===== config.mk =====
export PLATFORM = sky130hd
export DESIGN_NAME = seg_scan_ctrl
export DESIGN_NICKNAME = d
export VERILOG_FILES = /design/src/rtl/seg_pkg.sv /design/src/rtl/seg_glyph_decode.sv /design/src/rtl/seg_scan_ctrl.sv
export SDC_FILE = /design/constraint.sdc
export NUM_CORES = 1
export LEC_CHECK = 0
export CAP_MARGIN = 25
export CORE_UTILIZATION = 49
export DETAILED_ROUTE_END_ITERATION = 10
export PLACE_DENSITY = 0.77
export REMOVE_ABC_BUFFERS = 1
export SLEW_MARGIN = 10
export SYNTH_ARGS = -nofsm -noshare
export SYNTH_HDL_FRONTEND = slang
export SYNTH_SLANG_ARGS = --single-unit

===== constraint.sdc =====
create_clock -name clk -period 8.1 [get_ports clk]
set_input_delay 1.62 -clock clk [delete_from_list [all_inputs] [get_ports clk]]
set_output_delay 1.62 -clock clk [all_outputs]
set_load 0.05 [all_outputs]

===== src/rtl/seg_pkg.sv =====
// Shared constants for the seven-segment scan controller: glyph encodings
// (bits 6:0 = g..a, active-high) and the slot-index width helper.
package seg_pkg;

  localparam logic [6:0] GLYPH_0     = 7'h3F;
  localparam logic [6:0] GLYPH_1     = 7'h06;
  localparam logic [6:0] GLYPH_2     = 7'h5B;
  localparam logic [6:0] GLYPH_3     = 7'h4F;
  localparam logic [6:0] GLYPH_4     = 7'h66;
  localparam logic [6:0] GLYPH_5     = 7'h6D;
  localparam logic [6:0] GLYPH_6     = 7'h7D;
  localparam logic [6:0] GLYPH_7     = 7'h07;
  localparam logic [6:0] GLYPH_8     = 7'h7F;
  localparam logic [6:0] GLYPH_9     = 7'h6F;
  localparam logic [6:0] GLYPH_A     = 7'h77;
  localparam logic [6:0] GLYPH_B     = 7'h7C;
  localparam logic [6:0] GLYPH_C     = 7'h39;
  localparam logic [6:0] GLYPH_D     = 7'h5E;
  localparam logic [6:0] GLYPH_E     = 7'h79;
  localparam logic [6:0] GLYPH_F     = 7'h71;
  localparam logic [6:0] GLYPH_DASH  = 7'h40;
  localparam logic [6:0] GLYPH_BLANK = 7'h00;

  // Slot index needs at least one bit even for a single-digit display.
  function automatic int idx_w(input int digits);
    return (digits <= 1) ? 1 : $clog2(digits);
  endfunction

endpackage


===== src/rtl/seg_glyph_decode.sv =====
// Combinational nibble-to-glyph map; hex_mode selects letters or a dash
// for nibbles 10..15.
module seg_glyph_decode
  import seg_pkg::*;
(
  input  logic [3:0] nibble,
  input  logic       hex_mode,
  output logic [6:0] glyph
);

  always_comb begin
    glyph = GLYPH_DASH;
    case (nibble)
      4'h0: glyph = GLYPH_0;
      4'h1: glyph = GLYPH_1;
      4'h2: glyph = GLYPH_2;
      4'h3: glyph = GLYPH_3;
      4'h4: glyph = GLYPH_4;
      4'h5: glyph = GLYPH_5;
      4'h6: glyph = GLYPH_6;
      4'h7: glyph = GLYPH_7;
      4'h8: glyph = GLYPH_8;
      4'h9: glyph = GLYPH_9;
      4'hA: glyph = hex_mode ? GLYPH_A : GLYPH_DASH;
      4'hB: glyph = hex_mode ? GLYPH_B : GLYPH_DASH;
      4'hC: glyph = hex_mode ? GLYPH_C : GLYPH_DASH;
      4'hD: glyph = hex_mode ? GLYPH_D : GLYPH_DASH;
      4'hE: glyph = hex_mode ? GLYPH_E : GLYPH_DASH;
      4'hF: glyph = hex_mode ? GLYPH_F : GLYPH_DASH;
      default: glyph = GLYPH_DASH;
    endcase
  end

endmodule


===== src/rtl/seg_scan_ctrl.sv =====
// Multiplexed seven-segment scan controller with per-frame input snapshot.
// Optional leading-zero blanking is built when SEG_LZB_EN is defined.
module seg_scan_ctrl
  import seg_pkg::*;
#(
  parameter int DIGITS      = 4,
  parameter int CLK_DIV     = 263158,
  parameter int DEAD_CYCLES = 16
) (
  input  logic                  clk,
  input  logic                  rst,
  input  logic [4*DIGITS-1:0]   data,
  input  logic [DIGITS-1:0]     dp,
  input  logic [DIGITS-1:0]     blank,
  input  logic                  hex_mode,
`ifdef SEG_LZB_EN
  input  logic                  lzb_en,
`endif
  output logic [DIGITS-1:0]     pos,
  output logic [7:0]            seg,
  output logic                  frame_done
);

  localparam int PW = $clog2(CLK_DIV);
  localparam int IW = idx_w(DIGITS);

  logic [PW-1:0]         pcnt, pcnt_n;
  logic [IW-1:0]         idx, idx_n;
  logic                  run, run_n;
  logic [4*DIGITS-1:0]   sdata, sdata_n;
  logic [DIGITS-1:0]     sdp, sdp_n;
  logic [DIGITS-1:0]     sblank, sblank_n;
  logic                  shex, shex_n;
  logic                  tick, take, wrap;
  logic [3:0]            nib;
  logic                  dp_bit, blank_bit, lz_bit;
  logic [6:0]            glyph, seg7;
  logic [DIGITS-1:0]     pos_n;
  logic [7:0]            seg_n;
`ifdef SEG_LZB_EN
  logic                  slzb, slzb_n;
  logic                  zero_run;
`endif

  seg_glyph_decode u_decode (
    .nibble   (nib),
    .hex_mode (shex_n),
    .glyph    (glyph)
  );

  // Outputs are registered from the next-state view, so pos/seg change on
  // the same edge that advances the slot (one clock after tick).
  always_comb begin
    tick   = (pcnt == PW'(CLK_DIV - 1));
    pcnt_n = tick ? '0 : pcnt + PW'(1);
    run_n  = run | tick;
    idx_n  = idx;
    if (tick) idx_n = (!run || idx == IW'(DIGITS - 1)) ? '0 : idx + IW'(1);
    take   = tick && (idx_n == '0);
    wrap   = tick && run && (idx == IW'(DIGITS - 1));

    sdata_n  = take ? data     : sdata;
    sdp_n    = take ? dp       : sdp;
    sblank_n = take ? blank    : sblank;
    shex_n   = take ? hex_mode : shex;

    nib       = 4'h0;
    dp_bit    = 1'b0;
    blank_bit = 1'b0;
    for (int i = 0; i < DIGITS; i++) begin
      if (int'(idx_n) == i) begin
        nib       = sdata_n[4*i +: 4];
        dp_bit    = sdp_n[i];
        blank_bit = sblank_n[i];
      end
    end

    lz_bit = 1'b0;
`ifdef SEG_LZB_EN
    slzb_n   = take ? lzb_en : slzb;
    zero_run = 1'b1;
    // Walk down from the leftmost digit; digit 0 is never considered.
    for (int k = DIGITS - 1; k >= 1; k--) begin
      zero_run = zero_run & (sdata_n[4*k +: 4] == 4'h0);
      if (int'(idx_n) == k) lz_bit = zero_run & slzb_n;
    end
`endif

    seg7 = glyph;
    if (blank_bit || lz_bit) seg7 = GLYPH_BLANK;
    seg_n = run_n ? {dp_bit, seg7} : 8'h00;

    pos_n = '0;
    for (int i = 0; i < DIGITS; i++) begin
      pos_n[i] = run_n && (int'(pcnt_n) >= DEAD_CYCLES) && (int'(idx_n) == i);
    end
  end

  always_ff @(posedge clk) begin
    if (rst) begin
      pcnt       <= '0;
      idx        <= '0;
      run        <= 1'b0;
      sdata      <= '0;
      sdp        <= '0;
      sblank     <= '0;
      shex       <= 1'b0;
      pos        <= '0;
      seg        <= 8'h00;
      frame_done <= 1'b0;
    end else begin
      pcnt       <= pcnt_n;
      idx        <= idx_n;
      run        <= run_n;
      sdata      <= sdata_n;
      sdp        <= sdp_n;
      sblank     <= sblank_n;
      shex       <= shex_n;
      pos        <= pos_n;
      seg        <= seg_n;
      frame_done <= wrap;
    end
  end

`ifdef SEG_LZB_EN
  always_ff @(posedge clk) begin
    if (rst) slzb <= 1'b0;
    else     slzb <= slzb_n;
  end
`endif

endmodule


==> flow_summary.yaml <==
power_and_ir_drop:
  p_total_uw: 575.6
  pwr_density_cell_nw_per_um2: 164.8
  peakVddDrop_v: 0.0001127
  p_leak_nw: 1.246
worst_hold_path:
  holdPathStages: 2
  hp-class: "flip-flop to flip-flop"
cts:
  ctsHoldBuffers: 0
  clk_latency_ns: 0.33
  clk_pin_slew_ns: 0.07
  cts-root-buf: "clkbuf_8"
  cts_inserted_buffers: 9
  cts_tree: "yes"
  htreeDepth: 3
  cts.sinks: 60
  clock_path_buffers: 2
  cts_resized: 0
  postCtsSetupRepairBufs: 0
timing:
  rsz0062_at_grt: "no"
  slew_headroom: 0.5017
  setup_viol: 0
  final_max_slew_viol_count: 0
  layout_min_cycle_time_ns: 3.572
  hold_viol_final: 0
  tightest_slew_ns: 0.7266
  worst_slack_ns: 4.528
  finalCritPeriodShare: 0.4410
  tns_ns: 0
  skew_ns: 0.006280
  clock.fmax_mhz: 279.9
yosys:
  async_reset_ff_frac: 0
  synth.yosys.seq_area_share: 0.4133
  postSynthCellCount: 357
  ys_ff_latch: 60
  syn_avg_cell_area_um2: 8.142
  synth_edf_count: 0
  synth_area_um2: 2907
  ys.flop_type: "dfxtp_1"
  yosysWarnings: 0
  ys_types: 53
placement:
  place_ws_ns: 4.605
  dp_hpwl_um: 4447
  place_congestion: 0.8847
  numPortBuffers: 39
  place_area_um2: 3302
critical_path:
  path_max_fanout: 19
  start_kind: "flip-flop"
  end_kind: "flip-flop"
  required_ns: 8.37
  slowest_stage: "mux2i_4"
  worstPathArrival_ns: 3.84
  critPathKind: "flip-flop to flip-flop"
  crit_chain: "or4_4 > nor2_1 > and3_1 > mux2i_4 > mux2i_1 > a2bb2oi_2 > xnor2_1 > a311o_1 > a21oi_2"
  reg2regPathDepth: 9
  cpPeakStageDelay_ns: 0.64
routing:
  dr.first_iter.drc_count: 136
  vias: 2610
  viasPerCell: 5.625
  post-route-drc-count: 0
  wl_per_cell_um: 13.87
  drt-total-wl_um: 6436
  drtPass1Iterations: 4
  ant_nets: 0
layout:
  nets: 418
  final.fill_count: 503
  final_cell_mix: "60 x dfxtp_1, 54 x nand2_1, 53 x nor2_1"
  layout_commonest_cell: "dfxtp_1"
  diodes: 0
  multi_input_area_um2: 1587
  area_delta_synth_final_pct: 20.15
  fin_area_um2: 3492
  regArea_um2: 1201
  drive_gt1_frac: 0.06633
global_routing:
  overflow: 0
  grt_pass1_vias: 2339
  antenna_found_initial: 0
  grt_usage: 0.2228
  grt_pass1_wl_um: 10740
  grt_max_degree: 35
floorplan:
  num_rows: 27
  die_h_um: 79.02
  core_um2: 5608
  design.portCount: 40
  die_w_um: 79.02
  dieArea_um2: 6243
  start_util: 0.5183
status:
  status: "completed"
job:
  cap_viol_max_count: 0
-- power breakdown --
| group | leakage (nW) | switching (mW) | total (mW) | internal [mW] |
|---|---|---|---|---|
| registers | 0.484 | 0.00149 | 0.298 | 0.296 |
| clock network | 0.0979 | 0.111 | 0.258 | 0.147 |
| logic | 0.665 | 0.00726 | 0.0202 | 0.0129 |
-- cell type report --
cell class,count,share of cell area
sequential,60,0.3440
multi-input combinational,272,0.4543
inverter,3,0.003225
tap,72,0.02580
timing repair buffer,42,0.1182
clock buffer,10,0.03941
clock inverter,5,0.01505
-- per-layer routing --
metal / vias to the layer above / part of all wire / track usage
li1: 1313 / - / -
met1: 1211 / 0.48 / 0.3069
met2: 72 / 0.44 / 0.3362
met3: 14 / 0.053 / 0.04253
met4: 0 / 0.018 / 0.1000
met5: - / 0 / 0
-- per-stage QoR --
stage,utilization,hold WS [ns],instances
after detailed placement,0.5888,0.4421,449
after global routing,0.6227,0.4795,464
final,0.6227,0.4489,464
after floorplan,-,0.4216,335
after CTS,0.6227,0.4510,464
after global placement,0.5888,0.4358,449
-- registers in the layout, summed over array words and instances (netlist names) --
signal and count:
pos 4, sdata 16, run 1, idx 2, sblank 4, shex 1, sdp 4, frame_done 1
seg 8, pcnt 19
-- final timing paths --
path | startpoint | endpoint | slack, ns
hold reg to reg | sdata[2] | sdata[2] | 0.45
hold / removal | sdata[2] | sdata[2] | 0.45
setup reg to reg | pcnt[10] | seg[3] | 4.53
setup / recovery | pcnt[10] | seg[3] | 4.53
-- worst max-delay path, delay by kind of cell (launching register included) --
kind                      cells  cell delay, ns
AOI/OAI and AO/OA             3            0.95
and+or+nand+nor               3            1.03
DFF                           1            0.38
xor gates and xnor gates      1            0.16
muxes                         2            0.97
-- cell usage after synthesis, types with 3 or more instances --
cell type  instances  area [um^2]
dfxtp_1           60         1201
nand2_1           54        202.7
nor2_1            53        198.9
a21oi_1           24        120.1
mux2i_1           13        130.1
clkbuf_1          12        45.04
o21ai_0           12        60.06
xnor2_1           12        105.1
nor3_1            10        50.05
and3_1             9        56.30
nand3_1            9        45.04
buf_2              8        40.04
xor2_1             8        70.07
a31oi_1            6        37.54
nand4_1            6        37.54
and2_1             4        25.02
ha_1               3        37.54
inv_1              3        11.26
o211ai_1           3        22.52
o21a_1             3        22.52
o221ai_1           3        26.28
o22ai_1            3        18.77
-- cells by family (layout without fill, tap and decap cells) --
| logic type | count (synthesis) | after routing | share of synthesized area |
|---|---|---|---|
| AND/OR/NAND/NOR | 161 | 161 | 0.2536 |
| AO/OA/AOI/OAI | 73 | 73 | 0.1627 |
| flip-flops | 60 | 60 | 0.4133 |
| buffers and inverters | 25 | 60 | 0.04089 |
| XOR/XNOR | 20 | 20 | 0.06027 |
| multiplexers | 15 | 15 | 0.05639 |
| adder cells (fa/ha/maj) | 3 | 3 | 0.01292 |
Note: power is estimated with default switching activity, not from simulation.
